`src/rtl/cm_nest_cnt.sv`:
```
// rtl/cm_nest_cnt.sv - nested wrap-around loop counter with per-level last/carry flags
// Level 0 is the innermost (fastest) loop; bounds are latched while I_cnt_en is low.
module cm_nest_cnt #(
  parameter int C_LEVELS = 3,
  parameter int C_WIDTH  = 8
) (
  input  logic                          I_clk,
  input  logic                          I_rst,
  input  logic                          I_cnt_en,
  input  logic                          I_cnt_valid,
  input  logic                          I_sat_mode,
  input  logic [C_LEVELS*C_WIDTH-1:0]   I_cnt_upper,
  output logic [C_LEVELS*C_WIDTH-1:0]   O_cnt,
  output logic [C_LEVELS-1:0]           O_lvl_last,
  output logic [C_LEVELS-1:0]           O_carry,
  output logic                          O_all_last,
  output logic                          O_done
);

  localparam logic [C_WIDTH-1:0] C_ZERO = '0;
  localparam logic [C_WIDTH-1:0] C_ONE  = {{(C_WIDTH-1){1'b0}}, 1'b1};

  logic [C_WIDTH-1:0] S_cnt      [C_LEVELS];
  logic [C_WIDTH-1:0] S_upper_m1 [C_LEVELS];
  logic               S_accept;
  logic               S_done;
  logic               S_sat_hit;

  // Only upper-1 is kept: a bound of 1 is stored as 0, which is also the reset value.
  genvar k;
  generate
    for (k = 0; k < C_LEVELS; k++) begin : g_lvl
      logic [C_WIDTH-1:0] field;
      logic               step;

      assign field = I_cnt_upper[k*C_WIDTH +: C_WIDTH];

      if (k == 0) begin : g_first
        assign step = 1'b1;
      end else begin : g_inner
        assign step = O_carry[k-1];
      end

      assign O_lvl_last[k] = (S_cnt[k] == S_upper_m1[k]);
      assign O_carry[k]    = &O_lvl_last[k:0];
      assign O_cnt[k*C_WIDTH +: C_WIDTH] = S_cnt[k];

      always_ff @(posedge I_clk or posedge I_rst) begin
        if (I_rst) begin
          S_cnt[k]      <= C_ZERO;
          S_upper_m1[k] <= C_ZERO;
        end else if (!I_cnt_en) begin
          S_cnt[k]      <= C_ZERO;
          S_upper_m1[k] <= (field == C_ZERO) ? C_ZERO : field - C_ONE;
        end else if (S_accept && step) begin
          S_cnt[k]      <= O_lvl_last[k] ? C_ZERO : S_cnt[k] + C_ONE;
        end
      end
    end
  endgenerate

  assign O_all_last = O_carry[C_LEVELS-1];
  assign S_accept   = I_cnt_en & I_cnt_valid & ~(I_sat_mode & O_all_last);
  assign O_done     = S_done;

  // S_sat_hit remembers that the saturated end has already been reported.
  always_ff @(posedge I_clk or posedge I_rst) begin
    if (I_rst) begin
      S_done    <= 1'b0;
      S_sat_hit <= 1'b0;
    end else if (!I_cnt_en) begin
      S_done    <= 1'b0;
      S_sat_hit <= 1'b0;
    end else begin
      S_done    <= I_cnt_valid & O_all_last & ~(I_sat_mode & S_sat_hit);
      S_sat_hit <= S_sat_hit | (I_cnt_valid & I_sat_mode & O_all_last);
    end
  end

endmodule

```
`config.mk`:
```
export PLATFORM = sky130hd
export DESIGN_NAME = cm_nest_cnt
export DESIGN_NICKNAME = d
export VERILOG_FILES = /design/src/rtl/cm_nest_cnt.sv
export SDC_FILE = /design/constraint.sdc
export NUM_CORES = 1
export LEC_CHECK = 0
export ABC_CLOCK_PERIOD_IN_PS = 3400
export BUFFER_PORTS_ARGS = -buffer_cell sky130_fd_sc_hd__buf_2
export CORE_MARGIN = 2
export CORE_UTILIZATION = 60
export DETAILED_ROUTE_END_ITERATION = 10
export GPL_TIMING_DRIVEN = 0
export PLACE_DENSITY = 0.95
export SYNTH_ARGS = -nofsm -noshare
export SYNTH_HDL_FRONTEND = slang
export SYNTH_SLANG_ARGS = --single-unit
```
`constraint.sdc`:
```
create_clock -name I_clk -period 3.4 [get_ports I_clk]
set_input_delay 0 -clock I_clk [delete_from_list [all_inputs] [get_ports I_clk]]
set_output_delay 0 -clock I_clk [all_outputs]
set_load 0.005 [all_outputs]
```
==> results.rst <==
.. list-table::
   :header-rows: 1

   * - Metric
     - Value
   * - Maximum number of pins on one net before global-route repair
     - 29
   * - Number of flops mapped to enable cells by yosys
     - 0
   * - Most frequent cells after synthesis
     - 56 x sky130_fd_sc_hd__nand2_1, 50 x sky130_fd_sc_hd__dfrtp_1, 26 x sky130_fd_sc_hd__o21ai_0, 23 x sky130_fd_sc_hd__xor2_1, 19 x sky130_fd_sc_hd__xnor2_1
   * - Run status
     - finished, violations left
   * - # setup viols final
     - 0
   * - Critical Path Max Stage Delay
     - 0.47 ns
   * - Via-to-Cell Ratio
     - 6.24
   * - Most frequent cell on the critical path
     - sky130_fd_sc_hd__buf_4
   * - Ranking of synthesized cells by area
     - sky130_fd_sc_hd__dfrtp_1 41%, sky130_fd_sc_hd__nand2_1 6.8%, sky130_fd_sc_hd__xor2_1 6.6%
   * - Latest clock arrival within the worst-skew pair
     - 0.32 ns
   * - Starting utilization of the core area
     - 0.614
   * - Leak Pwr
     - 1.72 nW
   * - Register area share after synthesis
     - 0.407
   * - Worst Hold Class
     - input pin to register
   * - Clock input transition at the sequential cells of the worst setup and hold paths
     - 0.09 ns
   * - Area taken by flip-flops and latches
     - 0.00125 mm^2
   * - Core box area
     - 0.00501 mm^2
   * - Crit path capture type
     - output pin
   * - Worst hold path cell count
     - 3
   * - Residual DRC
     - 0
   * - Maximum buffer depth of the clock tree
     - 2
   * - RSZ-0062 raised after global routing
     - no
   * - Number of global-route vias before repair
     - 2749
   * - Worst setup path category
     - register to output pin
   * - Avg Cell Area, Syn
     - 8.94 um^2
   * - Arrival time at the worst endpoint
     - 2.25 ns
   * - Share of the synthesized area in the top cell type
     - 0.407
   * - Setup TNS
     - 0 ns
   * - Overall via count from detail_route
     - 3037
   * - Clock tree from TritonCTS
     - done
   * - Antenna violations before repair
     - 0
   * - Maximum ir drop on the vdd rail
     - 0.212 mV
   * - I/O Buffers
     - 60
   * - Reg2Reg Setup Slack
     - 1.24 ns
   * - Clock tree root buffer cell
     - sky130_fd_sc_hd__clkbuf_8
   * - Final Hold Slack
     - -0.000338 ns
   * - Area added between synthesis and finish
     - 17.4%
   * - Post-route standard cell area excluding fillers
     - 0.00361 mm^2
   * - Yosys cell types
     - 52
   * - Number of nets in the final layout
     - 455
   * - Post-synthesis cell type with the largest combined area
     - sky130_fd_sc_hd__dfrtp_1
   * - Syn. warnings
     - 0
   * - Cell depth of the worst flop-to-flop path
     - 5
   * - Count of final hold-check violations
     - 1
   * - Critical-path cell with the highest stage delay
     - sky130_fd_sc_hd__dfrtp_1
   * - Largest clock skew in the final design
     - 0.0217 ns
   * - H-tree levels
     - 2
   * - Number of filler cells placed in the layout
     - 362
   * - Cell-by-cell listing of the critical path
     - xor2_1 -> nor4_2 -> nand2_1 -> buf_4 -> nor3_1 -> buf_4 -> buf_2
   * - Syn Inst Count
     - 344
   * - Number of pins exceeding their max-slew limit in the final report
     - 0
   * - Slew @ Worst Pin
     - 1.04 ns
   * - Die ar.
     - 0.00571 mm^2
   * - Total of max-cap violations
     - 0
   * - Drt first-iter violations
     - 431
   * - Antenna cells
     - 0
   * - Crit-path max FO
     - 10
   * - Final worst-path cycle share
     - 0.662
   * - Overall die width
     - 75.6 um
   * - CP Capture Point
     - O_carry[2]
   * - Cell area power density
     - 328 mW/mm^2
   * - CP Launch Point
     - O_cnt[13]
   * - Most frequently used cell type in the post-synthesis netlist
     - sky130_fd_sc_hd__nand2_1
   * - Final wirelength
     - 7890 um
   * - Post-synthesis async set-or-reset flop share
     - 1.00
   * - Endpoint of the lowest-slack register-to-register path
     - O_cnt[8]
   * - Die span in y
     - 75.6 um
   * - DR WL/cell
     - 16.2 um
   * - Headroom to the max-slew limit
     - 0.296
   * - Peak Freq
     - 444 MHz
   * - Routed Antenna Nets
     - 0
   * - Number of sinks handled by clock tree synthesis
     - 50
   * - Total CTS buffers
     - 5
   * - Design Power
     - 1.18 mW
   * - Primary FF master, synth
     - sky130_fd_sc_hd__dfrtp_1
   * - Post-synth net total
     - 382
   * - Launching element type of the critical path
     - register
   * - Area of the multi-input gates
     - 0.00169 mm^2
   * - Period minus WS final
     - 2.25 ns
   * - Total global routing track utilization
     - 0.288
   * - Count of TritonRoute iterations in the first routing pass
     - 6
   * - I/O pin cnt
     - 61
   * - Count of state elements after synthesis
     - 50
   * - Post-Syn Area
     - 0.00307 mm^2
   * - Worst reg2reg path startpoint
     - O_cnt[3]
   * - Fraction of layout instances using a drive strength above 1
     - 0.204
   * - Setup Fix Bufs, Post-CTS
     - 0
   * - Weighted congestion at the end of routability-driven global placement
     - 0.888
   * - Post-detail-place hpwl
     - 5820 um
   * - Global-route wire length before repair
     - 12500 um
   * - Violations in the final reports
     - hold timing
   * - Sum of overflow across all layers after global routing
     - 0
   * - Crit path required time
     - 3.40 ns
   * - Total cell area at the placement stage
     - 0.00348 mm^2
   * - Floorplan row count
     - 26
==> cell type report <==
class	count	share of cell area
timing repair buffer	66	0.103
multi-input combinational	265	0.469
clock buffer	7	0.0212
buffer	13	0.0194
inverter	16	0.0166
sequential	50	0.347
tap	70	0.0243
==> per-layer routing <==
metal / vias to the layer above / routed length [um] / track usage / share of wire
li1: 1368 / - / - / -
met2: 194 / 3730 / 0.460 / 0.47
met3: 55 / 664 / 0.0503 / 0.084
met5: - / 0 / 0 / 0
met4: 0 / 385 / 0.160 / 0.049
met1: 1420 / 3110 / 0.372 / 0.39
==> metrics by stage <==
stage	worst slack [ns]	util	cells
floorplan	1.54	-	344
CTS	1.15	0.720	487
detailed placement	1.36	0.695	475
global route	1.00	0.720	487
finish	1.15	0.720	487
global placement	1.39	0.691	474
==> worst min path at each step <==
stage | from | end | slack (ns)
finish | I_cnt_upper[22] | S_upper_m1[6] | -0.0003
global route | I_cnt_upper[22] | S_upper_m1[6] | 0.009
detailed placement | I_rst | S_upper_m1[6] | 0.05
CTS | I_cnt_upper[22] | S_upper_m1[6] | 0.001
floorplan | I_cnt_upper[16] | S_upper_m1[0] | 0.11
global placement | I_cnt_upper[8] | S_upper_m1[8] | 0.23
==> layout by cell type, fill, tap and decap left out, drive strengths merged, types with 2 or more instances in the layout <==
cell type and n:
xor2 23, a211oi 4, nor2b 2, nand2b 5, o41ai 2, nand2 56, and3 6, o211ai 3
a31oi 3, nand4 4, o21ai 31, o31ai 3, buf 69, nand3 18, xnor2 19, nor3 8
or2 2, o211a 3, dlygate4sd3 5, ha 9, nor2 18, clkbuf 12, dfrtp 50, a41o 2
a32oi 3, and4 2, o22ai 5, a221o 2, a21oi 8, inv 15, nor4 10
==> kinds of logic (layout without fill, tap and decap cells) <==
logic type	after synthesis	count (layout)	share of synthesized area
adders and majority gates	9	9	0.0366
muxes	2	2	0.00692
AOI/OAI and AO/OA	77	77	0.168
and+or+nand+nor	135	135	0.219
buffers and inverters	29	102	0.0423
DFF	50	50	0.407
xor gates and xnor gates	42	42	0.120
==> critical path: cells and delay by family, from the launching register on <==
family        cells  cell delay, ns
xor+xnor          1            0.20
simple gates      3            0.81
flops             1            0.47
buf+inv           3            0.45
==> timing repair <==
action / 4_1_cts / 5_1_grt
hold buffers: 5 / 0
endpoints found under the hold margin: 26 / 0
gates resized for setup: 0 / 0
==> sequential cells by signal, indices dropped and copies added (netlist names) <==
name,cells
S_sat_hit,1
O_done,1
S_upper_m1,24
O_cnt,24
==> report_power, final <==
part | total (mW) | internal [mW] | switching, mW
Sequential | 0.654 | 0.627 | 0.0271
Clock | 0.339 | 0.142 | 0.197
Combinational | 0.190 | 0.0759 | 0.114
Total | 1.18 | 0.845 | 0.338
Note: power is estimated with default switching activity, not from simulation.
